<file path="src/rtl/dut_port_arbiter.sv">
// Round-robin arbiter/sequencer sharing a single-port wr/rd resource among
// NUM_REQ requesters; one outstanding transaction, fixed read latency.
module dut_port_arbiter #(
  parameter int unsigned NUM_REQ = 4,
  parameter int unsigned DATA_W  = 8,
  parameter int unsigned RD_LAT  = 1
) (
  input  logic                        clk,
  input  logic                        rst,
  input  logic [NUM_REQ-1:0]          req_valid,
  input  logic [NUM_REQ-1:0]          req_rw,
  input  logic [NUM_REQ*DATA_W-1:0]   req_wdata,
  output logic [NUM_REQ-1:0]          req_ready,
  output logic [NUM_REQ-1:0]          rsp_valid,
  output logic [DATA_W-1:0]           rsp_rdata,
  output logic                        res_wr,
  output logic                        res_rd,
  output logic [DATA_W-1:0]           res_din,
  input  logic [DATA_W-1:0]           res_dout,
  input  logic                        res_busy
);

  localparam int unsigned IDX_W = (NUM_REQ > 1) ? $clog2(NUM_REQ) : 1;
  localparam int unsigned LAT_W = (RD_LAT > 0) ? $clog2(RD_LAT + 1) : 1;

  typedef enum logic [1:0] {IDLE, ISSUE, WAIT, RESP} state_t;

  state_t             state, state_n;
  logic [IDX_W-1:0]   rr_ptr, rr_ptr_n;
  logic [IDX_W-1:0]   win, win_n;
  logic               rw_q, rw_n;
  logic [LAT_W-1:0]   lat_cnt, lat_n;
  logic [DATA_W-1:0]  cap, cap_n;

  logic [NUM_REQ-1:0] req_ready_n, rsp_valid_n;
  logic [DATA_W-1:0]  rsp_rdata_n, res_din_n;
  logic               res_wr_n, res_rd_n;

  logic [IDX_W-1:0]   arb_idx;
  logic               arb_hit;
  int unsigned        pos;

  // Rotating priority search starting at rr_ptr; first valid requester wins.
  always_comb begin
    arb_idx = '0;
    arb_hit = 1'b0;
    pos     = 0;
    for (int unsigned k = 0; k < NUM_REQ; k++) begin
      pos = 32'(rr_ptr) + k;
      if (pos >= NUM_REQ) pos = pos - NUM_REQ;
      if (!arb_hit && req_valid[IDX_W'(pos)]) begin
        arb_hit = 1'b1;
        arb_idx = IDX_W'(pos);
      end
    end
  end

  // Next-state and next-output logic; outputs are registered on entry to each state.
  always_comb begin
    state_n     = state;
    rr_ptr_n    = rr_ptr;
    win_n       = win;
    rw_n        = rw_q;
    lat_n       = lat_cnt;
    cap_n       = cap;
    req_ready_n = '0;
    rsp_valid_n = '0;
    rsp_rdata_n = '0;
    res_wr_n    = 1'b0;
    res_rd_n    = 1'b0;
    res_din_n   = '0;

    case (state)
      IDLE: begin
        if (arb_hit && !res_busy) begin
          win_n                = arb_idx;
          rw_n                 = req_rw[arb_idx];
          req_ready_n[arb_idx] = 1'b1;
          state_n              = ISSUE;
          if (req_rw[arb_idx]) begin
            res_wr_n  = 1'b1;
            res_din_n = req_wdata[32'(arb_idx)*DATA_W +: DATA_W];
          end else begin
            res_rd_n  = 1'b1;
          end
        end
      end

      ISSUE: begin
        if (32'(win) == NUM_REQ - 1) rr_ptr_n = '0;
        else                         rr_ptr_n = win + IDX_W'(1);
        if (rw_q) begin
          state_n = IDLE;
        end else begin
          state_n = WAIT;
          lat_n   = LAT_W'(RD_LAT);
        end
      end

      WAIT: begin
        lat_n = lat_cnt - LAT_W'(1);
        if (lat_cnt == LAT_W'(1)) begin
          cap_n            = res_dout;
          rsp_rdata_n      = res_dout;
          rsp_valid_n[win] = 1'b1;
          state_n          = RESP;
        end
      end

      RESP: begin
        state_n = IDLE;
      end

      default: state_n = IDLE;
    endcase
  end

  // State, context and output registers.
  always_ff @(posedge clk) begin
    if (rst) begin
      state     <= IDLE;
      rr_ptr    <= '0;
      win       <= '0;
      rw_q      <= 1'b0;
      lat_cnt   <= '0;
      cap       <= '0;
      req_ready <= '0;
      rsp_valid <= '0;
      rsp_rdata <= '0;
      res_wr    <= 1'b0;
      res_rd    <= 1'b0;
      res_din   <= '0;
    end else begin
      state     <= state_n;
      rr_ptr    <= rr_ptr_n;
      win       <= win_n;
      rw_q      <= rw_n;
      lat_cnt   <= lat_n;
      cap       <= cap_n;
      req_ready <= req_ready_n;
      rsp_valid <= rsp_valid_n;
      rsp_rdata <= rsp_rdata_n;
      res_wr    <= res_wr_n;
      res_rd    <= res_rd_n;
      res_din   <= res_din_n;
    end
  end

  // Structural invariants of the resource interface.
  a_strobe_excl: assert property (@(posedge clk) disable iff (rst) !(res_wr && res_rd));
  a_ready_oh:    assert property (@(posedge clk) disable iff (rst) $onehot0(req_ready));
  a_rsp_oh:      assert property (@(posedge clk) disable iff (rst) $onehot0(rsp_valid));
  a_no_strobe:   assert property (@(posedge clk) disable iff (rst)
                   (state == WAIT || state == RESP) |-> !(res_wr || res_rd));

endmodule

</file>
<file path="config.mk">
export PLATFORM = sky130hd
export DESIGN_NAME = dut_port_arbiter
export DESIGN_NICKNAME = d
export VERILOG_FILES = /design/src/rtl/dut_port_arbiter.sv
export SDC_FILE = /design/constraint.sdc
export NUM_CORES = 1
export LEC_CHECK = 0
export CAP_MARGIN = 25
export CORE_AREA = 2 2 69 71
export CTS_CLUSTER_DIAMETER = 200
export DETAILED_ROUTE_END_ITERATION = 6
export DIE_AREA = 0 0 71 73
export PLACE_DENSITY = 0.73
export SLEW_MARGIN = 20
export SYNTH_ARGS = -nofsm -noshare
export SYNTH_HDL_FRONTEND = slang
export SYNTH_SLANG_ARGS = --single-unit
</file>
<file path="constraint.sdc">
create_clock -name clk -period 2.3 [get_ports clk]
set_clock_uncertainty 0.2 [all_clocks]
set_input_delay 0.69 -clock clk [delete_from_list [all_inputs] [get_ports clk]]
set_output_delay 0.69 -clock clk [all_outputs]
set_load 0.05 [all_outputs]
</file>
==> metrics.txt, run 1 <==
# TYPE chip_impl_metric gauge
chip_impl_info{name="outcome",value="finished, final reports clean"} 1
chip_impl_metric{name="final_nets",unit=""} 305
chip_impl_metric{name="xor_xnor_share_of_the_synthesized_area",unit="%"} 0
chip_impl_info{name="cts-root-buf",value="sky130_fd_sc_hd__clkbuf_8"} 1
chip_impl_metric{name="hold-path-cell-count",unit=""} 2
chip_impl_metric{name="max_stage_delay",unit="ps"} 350
chip_impl_metric{name="reg2regPathDepth",unit=""} 6
chip_impl_metric{name="insertedDiodeCount",unit=""} 0
chip_impl_metric{name="drc_errors",unit=""} 0
chip_impl_metric{name="die_width",unit="um"} 71
chip_impl_metric{name="worst_ir_drop_vdd",unit="uV"} 319
chip_impl_metric{name="final_layout_size_suffix_gt1_share",unit="%"} 29.6
chip_impl_metric{name="post_synth_instance_area",unit="um2"} 1500
chip_impl_metric{name="post_synth_inst_count",unit=""} 160
chip_impl_metric{name="dp_worst_setup_slack",unit="ps"} -607
chip_impl_info{name="crit_path_top_delay_cell",value="sky130_fd_sc_hd__or3_4"} 1
chip_impl_metric{name="synth-adder-area-share",unit="%"} 3.33
chip_impl_info{name="worst_setup_ep_type",value="flop"} 1
chip_impl_metric{name="ctsHtreeMaxLevel",unit=""} 2
chip_impl_metric{name="required",unit="ps"} 2300
chip_impl_info{name="cts_tree",value="done"} 1
chip_impl_metric{name="routed-via-count",unit=""} 1465
chip_impl_metric{name="synth_simple_gate_area_share",unit="%"} 23.0
chip_impl_metric{name="rows",unit=""} 25
chip_impl_metric{name="routed_via_density",unit=""} 4.82
chip_impl_metric{name="wl_per_cell",unit="um"} 12.2
chip_impl_info{name="combinational_family_with_the_most_area_after_synthesis",value="compound AO/OA/AOI/OAI gates"} 1
chip_impl_metric{name="synth_seq_area_share",unit="%"} 45.3
chip_impl_info{name="worstReg2RegStart",value="rr_ptr[1]$_SDFFE_PP0P_"} 1
chip_impl_metric{name="finalHoldWorstSlack",unit="ps"} 288
chip_impl_info{name="path_cells",value="clkdlybuf4s15_1 > nor2_1 > a211o_1 > or3_4 > a211o_1 > buf_6 > a211oi_2"} 1
chip_impl_metric{name="clk_pin_slew",unit="ps"} 60
chip_impl_metric{name="synth_mux_area_share",unit="%"} 1.33
chip_impl_metric{name="async_flop_share",unit="%"} 0
chip_impl_metric{name="grt.total_usage",unit="%"} 15.0
chip_impl_metric{name="cp_num_buf_inv",unit=""} 2
chip_impl_metric{name="cap_violations",unit=""} 0
chip_impl_metric{name="chipHeight",unit="um"} 73
chip_impl_metric{name="max_slew_margin",unit="%"} 80.2
chip_impl_metric{name="final_max_slew_viol_count",unit=""} 0
chip_impl_metric{name="routed_wirelength",unit="um"} 3720
chip_impl_info{name="hold_class",value="flop to flop"} 1
chip_impl_metric{name="power.leakage",unit="nW"} 1.07
chip_impl_metric{name="timing_hold_violations_final",unit=""} 0
chip_impl_metric{name="cts_sinks",unit=""} 34
chip_impl_metric{name="number_of_antenna_violations_at_the_first_check_in_global_routing",unit=""} 0
chip_impl_metric{name="grt_pass1_vias",unit=""} 1391
chip_impl_metric{name="worst-path-max-fanout",unit=""} 6
chip_impl_metric{name="synthDistinctLibCells",unit=""} 28
chip_impl_info{name="timing.critical_path.from",value="req_valid[3]"} 1
chip_impl_metric{name="initial_core_util",unit="%"} 33.2
chip_impl_metric{name="area_growth_syn_to_layout",unit="%"} 65.0
chip_impl_metric{name="drt-pass1-iter-count",unit=""} 4
chip_impl_metric{name="number_of_enable_type_register_cells_in_the_synthesized_netlist",unit=""} 0
chip_impl_metric{name="fp.dieArea",unit="um2"} 5180
chip_impl_metric{name="timing.final.ws_setup",unit="ps"} 63.1
chip_impl_metric{name="grt_remaining_overflow",unit=""} 0
chip_impl_info{name="crit_type",value="input port to flop"} 1
chip_impl_metric{name="top_level_ports",unit=""} 77
chip_impl_metric{name="synth.ff_latch_count",unit=""} 34
chip_impl_metric{name="syn_nets",unit=""} 215
chip_impl_info{name="startpoint_type",value="input port"} 1
chip_impl_metric{name="fp.coreArea",unit="um2"} 4540
chip_impl_metric{name="synth.yosys.warnings",unit=""} 0
chip_impl_info{name="cpMostUsedCell",value="sky130_fd_sc_hd__a211o_1"} 1
chip_impl_metric{name="syn_area_per_cell",unit="um2"} 9.40
chip_impl_metric{name="pwrdens",unit="nW/um2"} 554
chip_impl_metric{name="critical_path_cell_count",unit=""} 7
chip_impl_info{name="timing.critical_path.max_delay_family",value="compound AO/OA/AOI/OAI gates"} 1
chip_impl_info{name="grt_setup_unrepaired",value="false"} 1
chip_impl_metric{name="cts_buffer_depth",unit=""} 2
chip_impl_info{name="worst_setup_path_endpoint",value="res_din[5]$_SDFF_PP0_"} 1
chip_impl_metric{name="detail-route-antenna-nets",unit=""} 0
chip_impl_metric{name="grt_start_max_net_pins",unit=""} 18
chip_impl_metric{name="final_cycle_share",unit="%"} 97.3
chip_impl_metric{name="worstSkewPairLatency",unit="ps"} 270
chip_impl_metric{name="finalCriticalPeriod",unit="ps"} 2240
chip_impl_metric{name="n_fill_cell",unit=""} 406
chip_impl_metric{name="arrival",unit="ps"} 2230
chip_impl_metric{name="dp_hpwl",unit="um"} 2970
chip_impl_metric{name="fmax",unit="MHz"} 447
chip_impl_metric{name="timing.reg2reg.setup_slack",unit="ps"} 320
chip_impl_metric{name="grt_first_pass_wirelength",unit="um"} 6240
chip_impl_info{name="timing.rr.end",value="res_din[4]$_SDFF_PP0_"} 1
chip_impl_metric{name="port-buffer-count",unit=""} 76
chip_impl_metric{name="dr.first_iter.drc_count",unit=""} 14
chip_impl_info{name="synth_top_flop_cell",value="sky130_fd_sc_hd__dfxtp_1"} 1
chip_impl_metric{name="finalWeightedCongestion",unit=""} 0.790
chip_impl_metric{name="tritoncts.num_buffers",unit=""} 5
chip_impl_metric{name="max_slew.worst_pin.slew",unit="ps"} 295
chip_impl_metric{name="synth_compound_area_share",unit="%"} 23.1
chip_impl_metric{name="setup_viol",unit=""} 0
stage by stage:
step           area (um2)  TNS, ps  total power [mW]  std cells  util, %
2_1_floorplan        1520     -144             0.820        160        -
3_3_place_gp         2350    -7060             0.978        296     51.9
3_5_place_dp         2350    -7670             0.979        296     51.9
4_1_cts              2460        0              1.38        304     54.2
5_1_grt              2480        0              1.44        304     54.7
6_report             2480        0              1.37        304     54.7
worst min path at each step:
stage	from	to	slack, ps
3_3_place_gp	lat_cnt$_SDFFE_PP0P_	lat_cnt$_SDFFE_PP0P_	270
4_1_cts	lat_cnt$_SDFFE_PP0P_	lat_cnt$_SDFFE_PP0P_	290
2_1_floorplan	lat_cnt$_SDFFE_PP0P_	lat_cnt$_SDFFE_PP0P_	260
5_1_grt	lat_cnt$_SDFFE_PP0P_	lat_cnt$_SDFFE_PP0P_	320
3_5_place_dp	lat_cnt$_SDFFE_PP0P_	lat_cnt$_SDFFE_PP0P_	280
6_report	lat_cnt$_SDFFE_PP0P_	lat_cnt$_SDFFE_PP0P_	290
placed cells by master, fill, tap and decap left out, types with 4 or more instances in the layout:
cell	netlist	routed
sky130_fd_sc_hd__clkdlybuf4s50_1	0	45
sky130_fd_sc_hd__buf_4	1	40
sky130_fd_sc_hd__dfxtp_1	34	34
sky130_fd_sc_hd__and3_1	16	16
sky130_fd_sc_hd__a211oi_1	18	15
sky130_fd_sc_hd__and2_1	12	12
sky130_fd_sc_hd__a211oi_2	8	11
sky130_fd_sc_hd__nand2_1	8	8
sky130_fd_sc_hd__nor2_1	8	7
sky130_fd_sc_hd__nor3_1	6	6
sky130_fd_sc_hd__a21oi_1	5	5
sky130_fd_sc_hd__clkbuf_8	0	5
sky130_fd_sc_hd__a211o_1	4	4
sky130_fd_sc_hd__ha_1	4	4
sky130_fd_sc_hd__buf_6	0	4
flip-flops by register name, indices dropped and copies added (netlist names), 2 cells and up, named ones only:
name       count
req_ready      4
win            2
rsp_valid      4
rsp_rdata      8
rr_ptr         2
res_din        8
what timing repair did:
action	in CTS	in global routing
pin swaps	7	7
resized for setup	17	11
hold buffers	0	0
buffers inserted	1	0
setup endpoints to repair	15	9
endpoints found under the hold margin	0	0
cells in the mapped netlist, drive strengths merged (2+ instances only):
cell type   n  area share, %
a211o       4            2.3
a211oi     26             16
a21oi       5            1.7
and2       12            5.0
and3       16            6.7
buf         3            1.2
clkbuf      8            2.0
dfxtp      34             45
ha          4            3.3
inv         3           0.75
mux2i       2            1.3
nand2       8            2.0
nand3       2           0.67
nor2        8            2.0
nor2b       5            2.1
nor3        6            2.0
o21ai       4            1.3
or2         2           0.83
cell type report:
type	count	area, um2	area share [%]
clock buffers	5	68.8	2.77
multi-input cells	112	813	32.8
inverters	3	11.3	0.454
repair buffers	94	830	33.4
flip-flops and latches	34	681	27.4
clock inverters	2	10.0	0.403
well taps	54	67.6	2.72
report_power, final:
| part | internal, mW | switching, mW |
|---|---|---|
| clock | 0.203 | 0.196 |
| combinational | 0.175 | 0.172 |
| sequential | 0.614 | 0.0146 |
tightest hold or removal path, stage by stage, from the launching register on:
cell and delay (ps):
sky130_fd_sc_hd__dfxtp_1 320, sky130_fd_sc_hd__nand2_1 60, sky130_fd_sc_hd__a31oi_1 70
kinds of logic after synthesis:
family	count (synthesis)
compound gates	43
fa+ha+maj	4
simple gates	63
buf+inv	14
mux	2
flops	34
layer usage:
metal / vias up / share of wire (%) / global-route usage (%) / wire length [um]
met4: 0 / 1.2 / 5.24 / 44
met2: 43 / 49 / 26.0 / 1830
li1: 757 / - / - / -
met1: 659 / 45 / 18.2 / 1660
met3: 6 / 4.9 / 3.73 / 183
met5: - / 0 / 0 / 0
(Power assumes the default switching activity.)
==> run 2, diff against run 1 <==
--- a/config.mk
+++ b/config.mk
@@ -7,7 +7,6 @@
 export LEC_CHECK = 0
 export CAP_MARGIN = 25
 export CORE_AREA = 2 2 69 71
-export CTS_CLUSTER_DIAMETER = 200
 export DETAILED_ROUTE_END_ITERATION = 6
 export DIE_AREA = 0 0 71 73
 export PLACE_DENSITY = 0.73
==> results of run 2 <==
The final DEF is identical to that of run 1; final timing and power are the same.
